<file path="config.mk">
export PLATFORM = sky130hd
export DESIGN_NAME = dmem_port_arbiter
export DESIGN_NICKNAME = d
export VERILOG_FILES = /design/src/rtl/dmem_arb_pkg.sv /design/src/rtl/dmem_port_arbiter_rr_arb2.sv /design/src/rtl/dmem_port_arbiter.sv
export SDC_FILE = /design/constraint.sdc
export NUM_CORES = 1
export LEC_CHECK = 0
export ABC_AREA = 1
export ABC_CLOCK_PERIOD_IN_PS = 3600
export CAP_MARGIN = 10
export CORE_MARGIN = 2
export CORE_UTILIZATION = 25
export CTS_CLUSTER_DIAMETER = 40
export DETAILED_ROUTE_END_ITERATION = 10
export GPL_ROUTABILITY_DRIVEN = 0
export PLACE_DENSITY_LB_ADDON = 0.12
export SLEW_MARGIN = 20
export SYNTH_ARGS = -nofsm -noshare
export SYNTH_HDL_FRONTEND = slang
export SYNTH_SLANG_ARGS = --single-unit
</file>
<file path="constraint.sdc">
create_clock -name clk -period 3.6 [get_ports clk]
set_input_delay 0.36 -clock clk [delete_from_list [all_inputs] [get_ports clk]]
set_output_delay 0.36 -clock clk [all_outputs]
set_load 0.03 [all_outputs]
</file>
<file path="src/rtl/dmem_arb_pkg.sv">
// rtl/dmem_arb_pkg.sv - shared types and byte-lane helper for the data-memory port arbiter
package dmem_arb_pkg;

  typedef enum logic [1:0] {
    IDLE = 2'd0,
    XFER = 2'd1,
    DONE = 2'd2
  } state_t;

  typedef enum logic {
    OWN_CORE = 1'b0,
    OWN_DBG  = 1'b1
  } owner_t;

  localparam int unsigned LANE_MAX_W = 64;

  // Lane 0 is the most significant byte of an nbytes-wide word.
  function automatic logic [7:0] be_lane(input logic [LANE_MAX_W-1:0] word,
                                         input int unsigned nbytes,
                                         input int unsigned idx);
    logic [LANE_MAX_W-1:0] w_sh;
    w_sh = word >> (8 * (nbytes - 1 - idx));
    return w_sh[7:0];
  endfunction

endpackage

</file>
<file path="src/rtl/dmem_port_arbiter_rr_arb2.sv">
// rtl/dmem_port_arbiter_rr_arb2.sv - two-requester round-robin picker
module rr_arb2
  import dmem_arb_pkg::*;
(
  input  logic [1:0] i_req,
  input  owner_t     i_rr,
  output owner_t     o_grant,
  output logic       o_valid
);

  always_comb begin
    o_valid = |i_req;
    if (i_req == 2'b11) begin
      o_grant = i_rr;
    end else if (i_req[1]) begin
      o_grant = OWN_DBG;
    end else begin
      o_grant = OWN_CORE;
    end
  end

endmodule

</file>
<file path="src/rtl/dmem_port_arbiter.sv">
// rtl/dmem_port_arbiter.sv - serializes word accesses from core and debug ports onto a byte-wide memory
module dmem_port_arbiter
  import dmem_arb_pkg::*;
#(
  parameter int unsigned ADDR_W  = 5,
  parameter int unsigned NBYTES  = 4,
  parameter bit          RR_INIT = 1'b0
) (
  input  logic                  clk,
  input  logic                  rst_n,
  input  logic                  core_req,
  input  logic                  core_we,
  input  logic [ADDR_W-1:0]     core_addr,
  input  logic [8*NBYTES-1:0]   core_wdata,
  output logic [8*NBYTES-1:0]   core_rdata,
  output logic                  core_done,
  input  logic                  dbg_req,
  input  logic                  dbg_we,
  input  logic [ADDR_W-1:0]     dbg_addr,
  input  logic [8*NBYTES-1:0]   dbg_wdata,
  output logic [8*NBYTES-1:0]   dbg_rdata,
  output logic                  dbg_done,
  output logic [ADDR_W-1:0]     mem_addr,
  output logic                  mem_we,
  output logic [7:0]            mem_wdata,
  input  logic [7:0]            mem_rdata,
  output logic                  busy
);

  localparam int unsigned WORD_W = 8 * NBYTES;
  localparam int unsigned CNT_W  = (NBYTES > 1) ? $clog2(NBYTES) : 1;
  localparam logic [CNT_W-1:0] CNT_LAST = CNT_W'(NBYTES - 1);

  state_t              r_state;
  state_t              w_state_nxt;
  logic [CNT_W-1:0]    r_cnt;
  owner_t              r_rr;
  owner_t              r_owner;
  owner_t              w_grant;
  logic                w_grant_vld;
  logic                r_we_q;
  logic [ADDR_W-1:0]   r_addr_q;
  logic [WORD_W-1:0]   r_wdata_q;
  logic [WORD_W-1:0]   r_rshift;
  logic [WORD_W-1:0]   r_core_rdata;
  logic [WORD_W-1:0]   r_dbg_rdata;
  logic [WORD_W-1:0]   w_rword;
  logic                w_last;

  rr_arb2 u_rr_arb2 (
    .i_req   ({dbg_req, core_req}),
    .i_rr    (r_rr),
    .o_grant (w_grant),
    .o_valid (w_grant_vld)
  );

  assign w_last = (r_cnt == CNT_LAST);
  // Bytes arrive MSB first, so shifting left and appending lands each one in its big-endian lane.
  assign w_rword = WORD_W'({r_rshift, mem_rdata});

  always_ff @(posedge clk or negedge rst_n) begin
    if (!rst_n) begin
      r_state <= IDLE;
    end else begin
      r_state <= w_state_nxt;
    end
  end

  always_comb begin
    w_state_nxt = r_state;
    unique case (r_state)
      IDLE:    if (w_grant_vld) w_state_nxt = XFER;
      XFER:    if (w_last) w_state_nxt = DONE;
      DONE:    w_state_nxt = IDLE;
      default: w_state_nxt = IDLE;
    endcase
  end

  always_comb begin
    mem_we    = 1'b0;
    mem_addr  = '0;
    mem_wdata = '0;
    busy      = 1'b0;
    core_done = 1'b0;
    dbg_done  = 1'b0;
    case (r_state)
      XFER: begin
        busy      = 1'b1;
        mem_we    = r_we_q;
        mem_addr  = r_addr_q + ADDR_W'(r_cnt);
        mem_wdata = be_lane(LANE_MAX_W'(r_wdata_q), NBYTES, 32'(r_cnt));
      end
      DONE: begin
        busy      = 1'b1;
        core_done = (r_owner == OWN_CORE);
        dbg_done  = (r_owner == OWN_DBG);
      end
      default: ;
    endcase
  end

  always_ff @(posedge clk or negedge rst_n) begin
    if (!rst_n) begin
      r_cnt        <= '0;
      r_rr         <= owner_t'(RR_INIT);
      r_owner      <= OWN_CORE;
      r_we_q       <= 1'b0;
      r_addr_q     <= '0;
      r_wdata_q    <= '0;
      r_rshift     <= '0;
      r_core_rdata <= '0;
      r_dbg_rdata  <= '0;
    end else begin
      case (r_state)
        IDLE: begin
          if (w_grant_vld) begin
            r_owner <= w_grant;
            r_cnt   <= '0;
            if (w_grant == OWN_DBG) begin
              r_we_q    <= dbg_we;
              r_addr_q  <= dbg_addr;
              r_wdata_q <= dbg_wdata;
            end else begin
              r_we_q    <= core_we;
              r_addr_q  <= core_addr;
              r_wdata_q <= core_wdata;
            end
          end
        end
        XFER: begin
          r_cnt <= r_cnt + 1'b1;
          if (!r_we_q) begin
            r_rshift <= w_rword;
            // Publish on the last byte edge so the word is already visible during DONE.
            if (w_last) begin
              if (r_owner == OWN_DBG) begin
                r_dbg_rdata <= w_rword;
              end else begin
                r_core_rdata <= w_rword;
              end
            end
          end
        end
        DONE: begin
          r_rr <= (r_owner == OWN_CORE) ? OWN_DBG : OWN_CORE;
        end
        default: ;
      endcase
    end
  end

  assign core_rdata = r_core_rdata;
  assign dbg_rdata  = r_dbg_rdata;

endmodule
</file>
== Yosys cells after proc, flatten, opt, wreduce, memory -nomap -nowiden ==
Index checks and enable logic that the tools add are counted.

* $add $sub $neg: 3
* Shift operators: 1
* Mux-type cells: 17
* Eq/ne operators: 6
* Bitwise gates (word level): 2
* Reductions and logical operators: 10

{| class="wikitable"
|+ Operator list
! cell !! count
|-
| two-way mux 32 bit || 1
|-
| right shift 32 x 32 -> 8 bit || 1
|-
| two-way mux 5 bit || 2
|-
| two-way mux 1 bit || 8
|-
| two-way mux 8 bit || 1
|-
| case mux 2 bit (2 select lines) || 2
|-
| AND reduction 2 bit || 4
|-
| AND reduction 4 bit || 2
|-
| == test 2 bit (second input constant) || 3
|-
| two-way mux 2 bit || 3
|-
| adder 5 x 2 -> 5 bit || 1
|-
| OR reduction 2 bit || 2
|-
| subtractor 2 x 2 -> 3 bit (first input constant) || 1
|-
| adder 2 x 1 -> 2 bit (second input constant) || 1
|-
| == test 2 x 1 -> 1 bit (second input constant) || 1
|-
| logical NOT 2 bit || 1
|-
| != test 2 x 1 -> 1 bit (second input constant) || 1
|-
| != test 2 bit (second input constant) || 1
|-
| NOT 1 bit || 2
|-
| nonzero test 2 bit || 1
|}

* Input port bits: 88
* Word-level logic and storage cells: 49
* Flip-flop bits (word level): 132
* Output and inout port bits: 81

== Depth between registers and ports, before layout ==
Gate-level depths: netlist of run 1.

* Depth in word-level cells: 3
* Depth in mapped cells: 8
* Mapped depth without buffers: 7

== Cells and area by module ==
From an unflattened synthesis of run 1, not the netlist that was laid out.

* Cells, all modules: 723
* Area, all modules: 6,077.1 µm²

{| class="wikitable"
|+ By module, submodules not included
! module !! area each (µm²) !! cells each !! times used
|-
| dmem_port_arbiter || 6,054.6 || 718 || 1
|-
| rr_arb2 || 22.5 || 5 || 1
|}

== Worst setup path after synthesis of run 1 ==
No wires, ideal clock.

* Path kind: reg-to-output
* From: register r_cnt[1]
* To: output mem_addr[4]
* Required time: 3.240 ns
* Slack: 1.366 ns
* Arrival time: 1.874 ns
* Stages on the path, launching flop included: 7
* Path through: dfrtp_1 buf_2 clkinv_1 fa_1 nor2_1 a21oi_1 nor2_1

* Cells in the longest elaborated chain, start to end: 2

{| class="wikitable"
|+ RTL lines
! what !! line !! RTL
|-
| from (decl) || dmem_port_arbiter.sv:36 || <nowiki>logic [CNT_W-1:0] r_cnt;</nowiki>
|-
| from (signal assigned) || dmem_port_arbiter.sv:131 || <nowiki>r_cnt <= r_cnt + 1'b1;</nowiki>
|-
| adder 5 x 2 -> 5 bit || dmem_port_arbiter.sv:90 || <nowiki>mem_addr = r_addr_q + ADDR_W'(r_cnt);</nowiki>
|-
| two-way mux 5 bit || dmem_port_arbiter.sv:86 || <nowiki>case (r_state)</nowiki>
|-
| to (decl) || dmem_port_arbiter.sv:23 || <nowiki>output logic [ADDR_W-1:0] mem_addr,</nowiki>
|}

No other way between the ends.

== Worst setup path after layout of run 1 ==
* From: register r_state[1]
* To: output mem_wdata[4]

* Cells in the longest elaborated chain, start to end: 2

{| class="wikitable"
|+ RTL lines
! what !! line !! RTL
|-
| from (decl) || dmem_port_arbiter.sv:34 || <nowiki>state_t r_state;</nowiki>
|-
| from (signal assigned) || dmem_port_arbiter.sv:65 || <nowiki>r_state <= w_state_nxt;</nowiki>
|-
| == test 2 x 1 -> 1 bit || dmem_port_arbiter.sv:86 ||
|-
| two-way mux 8 bit || dmem_port_arbiter.sv:86 ||
|-
| to (decl) || dmem_port_arbiter.sv:25 || <nowiki>output logic [7:0] mem_wdata,</nowiki>
|}

No other way between the ends.

==> results of run 1 <==
## power breakdown
group	internal, mW	switching [mW]
combinational	1.39	2.33
clock	1.14	0.699
sequential	2.14	0.422
## area by class of cell
| cell class | count | area, um2 |
|---|---|---|
| tap | 335 | 419.2 |
| clock buffer | 20 | 456.7 |
| clock inverter | 12 | 167.7 |
| fill | 2756 | 16720 |
| sequential | 132 | 3303 |
| inverter | 159 | 599.3 |
| multi-input combinational | 508 | 2375 |
| timing repair buffer | 180 | 1795 |
## cells by family (layout without fill, tap and decap cells)
group | count (synthesis) | after routing | share of synthesized area [%]
simple gates | 425 | 425 | 26.91
buf+inv | 202 | 371 | 13.25
flops | 132 | 132 | 50.56
compound gates | 75 | 75 | 7.641
fa+ha+maj | 8 | 8 | 1.647
## synthesized netlist by cell type, drive strengths merged
master / n
a21oi: 12
nand3: 100
clkinv: 1
o21ai: 60
buf: 35
fa: 1
nor3: 1
clkbuf: 8
o211ai: 3
ha: 7
inv: 158
dfrtp: 132
nand2: 317
nor2: 7
## sequential cells by signal, indices dropped and copies added (netlist names)
register / cells
r_state: 2
r_rr: 1
r_rshift: 24
r_wdata_q: 32
r_we_q: 1
r_addr_q: 5
dbg_rdata: 32
core_rdata: 32
r_cnt: 2
r_owner: 1
## worst max-delay path by stage
stage                        end  slack (ns)  cells after the start
floorplan            mem_addr[4]        1.37                      6
global placement    mem_wdata[4]        1.00                      5
detailed placement  mem_wdata[7]        0.97                      5
CTS                 mem_wdata[4]        0.51                      5
global route        mem_wdata[4]        0.36                      5
finish              mem_wdata[4]        0.58                      5
## tightest hold or removal path, stage by stage (launching register included)
cell	delay [ns]
dfrtp_1	0.34
nand2_1	0.05
nand2_1	0.05
## per-layer routing
metal  vias up  track usage (%)
met3         8            3.775
met1      2464            18.09
met4         0            2.722
li1       2868                -
met2       120            22.79
met5         -                0
## stage by stage
step                instances  utilization (%)  hold slack, ns
CTS                      1344            35.14          0.1134
global route             1346            35.28          0.4997
detailed placement       1312            32.72          0.4647
finish                   1346            35.28          0.4754
global placement         1312            32.72          0.4617
floorplan                 842                -         0.06441
==> impl_metrics.json, run 1 <==
{
  "worstSetupEndpointType": "output port",
  "wl_per_cell_um": 13.56,
  "rsz0062_at_grt": "no",
  "cp_data_arrival_time_ns": 2.66,
  "io_buffer_count": 168,
  "cts_hold_repair.buffers": 0,
  "timing.hold.worst_path_depth": 2,
  "die_width_um": 165.7,
  "final.period_utilization_pct": 83.88,
  "min_to": "core_rdata[26]",
  "vert_die_dim_um": 165.7,
  "power.leakage_nw": 4.688,
  "r2r_slack_ns": 1.42,
  "number_of_diodes_added_for_antenna_fixing": 0,
  "synth_top_area_cells": "dfrtp_1 51%, nand2_1 18%, inv_1 8.9%",
  "post_synth_instance_area_um2": 6534,
  "critical_path_start": "r_state[1]",
  "pin_count_of_the_biggest_net_entering_global_routing": 102,
  "critical_path_required_ns": 3.24,
  "post_synth_inst_count": 842,
  "overall_fraction_of_global_route_tracks_in_use_pct": 13.75,
  "design.final.nets": 1094,
  "hold_viol_final": 0,
  "min-delay-path-class": "reg2reg",
  "final-setup-viol-count": 0,
  "area_delta_synth_final_pct": 39.53,
  "design_area_um2": 9116,
  "period_minus_slack_ns": 3.020,
  "p_total_mw": 8.130,
  "timing.clock.skew_ns": 0.007871,
  "max_slew_margin_pct": 42.97,
  "cts_tree": "done",
  "most_frequent_standard_cell_in_the_layout_excluding_fill_and_tap_cells": "nand2_1",
  "placementRows": 59,
  "placedInstanceArea_um2": 8454,
  "final-max-slew-violation-count": 0,
  "maxCapViolations": 0,
  "cts_repair_resize_count": 0,
  "regToRegStartpoint": "r_state[1]",
  "gr-total-overflow": 0,
  "critical-path-top-delay-family": "buffers and inverters",
  "cellPowerDensity_nw_per_um2": 891.8,
  "clock-sinks": 132,
  "post-cts-setup-buffers": 0,
  "clkSlewWorstSetupHoldPaths_ns": 0.06,
  "floorplan.core_area_um2": 25840,
  "synth.top_cell.area_share_pct": 50.56,
  "wire_length_on_met2_um": 8660,
  "layout-drive-gt1-share_pct": 8.210,
  "detail_route.wirelength.met1_um": 8597,
  "cts_root_buf": "clkbuf_16",
  "crit_type": "reg2out",
  "number_of_nets_produced_by_synthesis": 938,
  "highest-signal-layer": "met4",
  "detail_route.first_pass.iterations": 4,
  "rr_worst_depth": 8,
  "tns_ns": 0,
  "mostFrequentLayoutCells": "314 x nand2_1, 167 x clkdlybuf4s50_1, 155 x inv_1",
  "synth-seq-area-share_pct": 50.56,
  "cts_max_path_buffers": 2,
  "die_area_um2": 27440,
  "route.final.wire_length_um": 18260,
  "via_count": 5460,
  "worstPathMaxFanout": 13,
  "htree_levels": 4,
  "slowest_stage": "clkdlybuf4s50_1",
  "outcome": "finished clean",
  "wire_length_of_the_first_global_routing_pass_um": 30020,
  "via_per_inst": 4.056,
  "dp.final_hpwl_um": 12450,
  "initial_core_util_pct": 25.29,
  "crit_path_cell_trace": "inv_1 -> ha_1 -> inv_1 -> a21oi_1 -> clkdlybuf4s50_1",
  "tritoncts.num_buffers": 17,
  "hp_start": "core_rdata[26]",
  "synth.largest_area_cell": "dfrtp_1",
  "antenna_found_initial": 0,
  "routed-wl-met3_um": 888,
  "worst-slew-pin-transition_ns": 0.8524,
  "avgSynthCellArea_um2": 7.760,
  "critPathBufInv": 3,
  "initialDrtViolationCount": 331,
  "path_common_cell": "inv_1",
  "r2r_end": "dbg_rdata[18]",
  "synth_cell_type_count": 24,
  "ant_nets": 0,
  "drc_violation_count_after_routing": 0,
  "max_freq_mhz": 331.1,
  "ys_ff_latch": 132,
  "clk-insertion-delay-late_ns": 0.41,
  "top_level_ports": 169,
  "grt_pass1_vias": 5524,
  "vdd_ir_drop_max_v": 0.0003959,
  "final.setup.worst_slack_ns": 0.5802,
  "synth_warnings": 0,
  "crit_path_start_kind": "flop",
  "preCtsSetupSlack_ns": 0.9698,
  "timing.critical_path.slowest_cell_delay_ns": 0.71
}
No activity file was read; power rests on OpenSTA's default activity.
==> run 2: changes to the inputs <==
ABC_CLOCK_PERIOD_IN_PS = 2900   (was 3600)
clock period = 2.9 ns   (was 3.6 ns; I/O delays follow)
==> impl_metrics.json, run 2 (synthesis gave the netlist of run 1 again) <==
{
  "outcome": "finished clean",
  "die_area_um2": 27440,
  "most_frequent_standard_cell_in_the_layout_excluding_fill_and_tap_cells": "nand2_1",
  "critical_path_required_ns": 2.61,
  "slowest_stage": "clkdlybuf4s50_1",
  "via_per_inst": 4.090,
  "intPower_mw": 5.536,
  "design.final.nets": 1097,
  "crit_type": "reg2out",
  "combinationalPowerShare_pct": 47.1,
  "tns_ns": 0,
  "critPathBufInv": 2,
  "critical-path-top-delay-family": "buffers and inverters",
  "top_level_ports": 169,
  "clock-sinks": 132,
  "cp_data_arrival_time_ns": 2.43,
  "final-max-slew-violation-count": 0,
  "wl_per_cell_um": 13.49,
  "worstPathMaxFanout": 9,
  "drc_violation_count_after_routing": 0,
  "numPlacedInstances": 1316,
  "grt_pass1_vias": 5512,
  "number_of_diodes_added_for_antenna_fixing": 0,
  "cts_tree": "done",
  "mostFrequentLayoutCells": "314 x nand2_1, 166 x clkdlybuf4s50_1, 155 x inv_1",
  "maxCapViolations": 0,
  "p_total_mw": 9.885,
  "wire_length_of_the_first_global_routing_pass_um": 30080,
  "pwr-share-seq_pct": 32.3,
  "route.final.wire_length_um": 18200,
  "io_buffer_count": 168,
  "post-cts-setup-buffers": 0,
  "cts_root_buf": "clkbuf_16",
  "rsz0062_at_grt": "no",
  "floorplan.core_area_um2": 25840,
  "timing.clock.skew_ns": 0.01597,
  "power.leakage_nw": 4.668,
  "final-setup-viol-count": 0,
  "vert_die_dim_um": 165.7,
  "gr-total-overflow": 0,
  "cellPowerDensity_nw_per_um2": 1090,
  "netSwitchingFraction_pct": 44.00,
  "worst-slew-pin-transition_ns": 0.7706,
  "overall_fraction_of_global_route_tracks_in_use_pct": 13.84,
  "antenna_found_initial": 1,
  "worstSetupEndpointType": "output port",
  "layout-drive-gt1-share_pct": 8.777,
  "clkSlewWorstSetupHoldPaths_ns": 0.07,
  "clock_power_share_pct": 20.6,
  "hold_viol_final": 0,
  "period_minus_slack_ns": 2.724,
  "area_delta_synth_final_pct": 38.74,
  "fin_cells": 1349,
  "htree_levels": 4,
  "max_freq_mhz": 367.0,
  "detail_route.first_pass.iterations": 5,
  "placementRows": 59,
  "max_slew_margin_pct": 48.44,
  "tritoncts.num_buffers": 17,
  "final.period_utilization_pct": 93.95,
  "timing.critical_path.slowest_cell_delay_ns": 0.71,
  "initialDrtViolationCount": 332,
  "crit_path_cell_trace": "clkinvlp_4 -> fa_1 -> a21oi_1 -> clkdlybuf4s50_1",
  "clk-insertion-delay-late_ns": 0.42,
  "cts_max_path_buffers": 2,
  "crit_path_start_kind": "flop",
  "p_sw_mw": 4.349,
  "pin_count_of_the_biggest_net_entering_global_routing": 65,
  "dp.final_hpwl_um": 12780,
  "vdd_ir_drop_max_v": 0.0003620,
  "via_count": 5517,
  "die_width_um": 165.7,
  "initial_core_util_pct": 25.29,
  "ant_nets": 0,
  "min-delay-path-class": "in2async"
}
==> run 2: timing repair <==
item,in CTS,in global routing
resized for setup,0,1
endpoints found under the hold margin,54,0
hold buffers,1,0
setup endpoints to repair,0,2
==> run 2: power by group through the flow <==
stage / sequential (mW) / clock [mW] / combinational [mW]
floorplan: 3.80 / 0 / 2.34
global placement: 3.22 / 0 / 4.74
detailed placement: 3.22 / 0 / 4.75
CTS: 3.20 / 2.11 / 4.77
global route: 3.32 / 2.20 / 5.20
finish: 3.19 / 2.04 / 4.66
==> run 2: worst register-to-register path: stages, from the launching register on <==
cell	delay (ns)
dfrtp_1	0.39
inv_1	0.10
ha_1	0.17
buf_4	0.17
nand2_1	0.11
inv_1	0.14
nand2_2	0.47
nand2_1	0.22
nand2_1	0.07
==> run 2: per-stage QoR <==
| stage | hold slack [ns] | setup slack [ns] | util (%) | area [um2] |
|---|---|---|---|---|
| final | 0.4063 | 0.1755 | 35.08 | 9065 |
| after global routing | 0.4529 | 0.04340 | 35.08 | 9065 |
| after CTS | 0.4293 | 0.1019 | 35.07 | 9061 |
| after detailed placement | 0.3015 | 0.5918 | 32.88 | 8494 |
| after global placement | 0.3023 | 0.5540 | 32.88 | 8494 |
| after floorplan | -0.005591 | 0.7362 | - | 6534 |
==> run 2: worst paths after layout <==
path | start | endpoint | slack (ns) | cells past startpoint
hold reg to reg | r_wdata_q[27] | r_wdata_q[27] | 0.48 | 2
setup reg to reg | r_state[1] | core_rdata[24] | 0.94 | 8
max in group asynchronous | rst_n | core_rdata[6] | 1.60 | 3
min in group clk | mem_rdata[7] | core_rdata[7] | 0.46 | 3
setup / recovery | r_cnt[1] | mem_addr[2] | 0.18 | 4
hold / removal | rst_n | dbg_rdata[21] | 0.41 | 2
==> run 2: layout make-up <==
cell class | instances | area, um2
fillers | 2818 | 16770
flip-flops and latches | 132 | 3303
multi-input cells | 508 | 2375
repair buffers | 183 | 1808
inverters | 159 | 603.1
clock buffers | 17 | 425.4
well taps | 335 | 419.2
clock inverters | 15 | 131.4
==> run 2: metal layers <==
layer | share of wire [%] | vias up | GRT usage [%]
li1 | - | 2884 | -
met1 | 48 | 2495 | 18.52
met2 | 46 | 125 | 21.92
met3 | 5.3 | 11 | 4.325
met4 | 0.86 | 2 | 3.251
met5 | 0.071 | - | 0
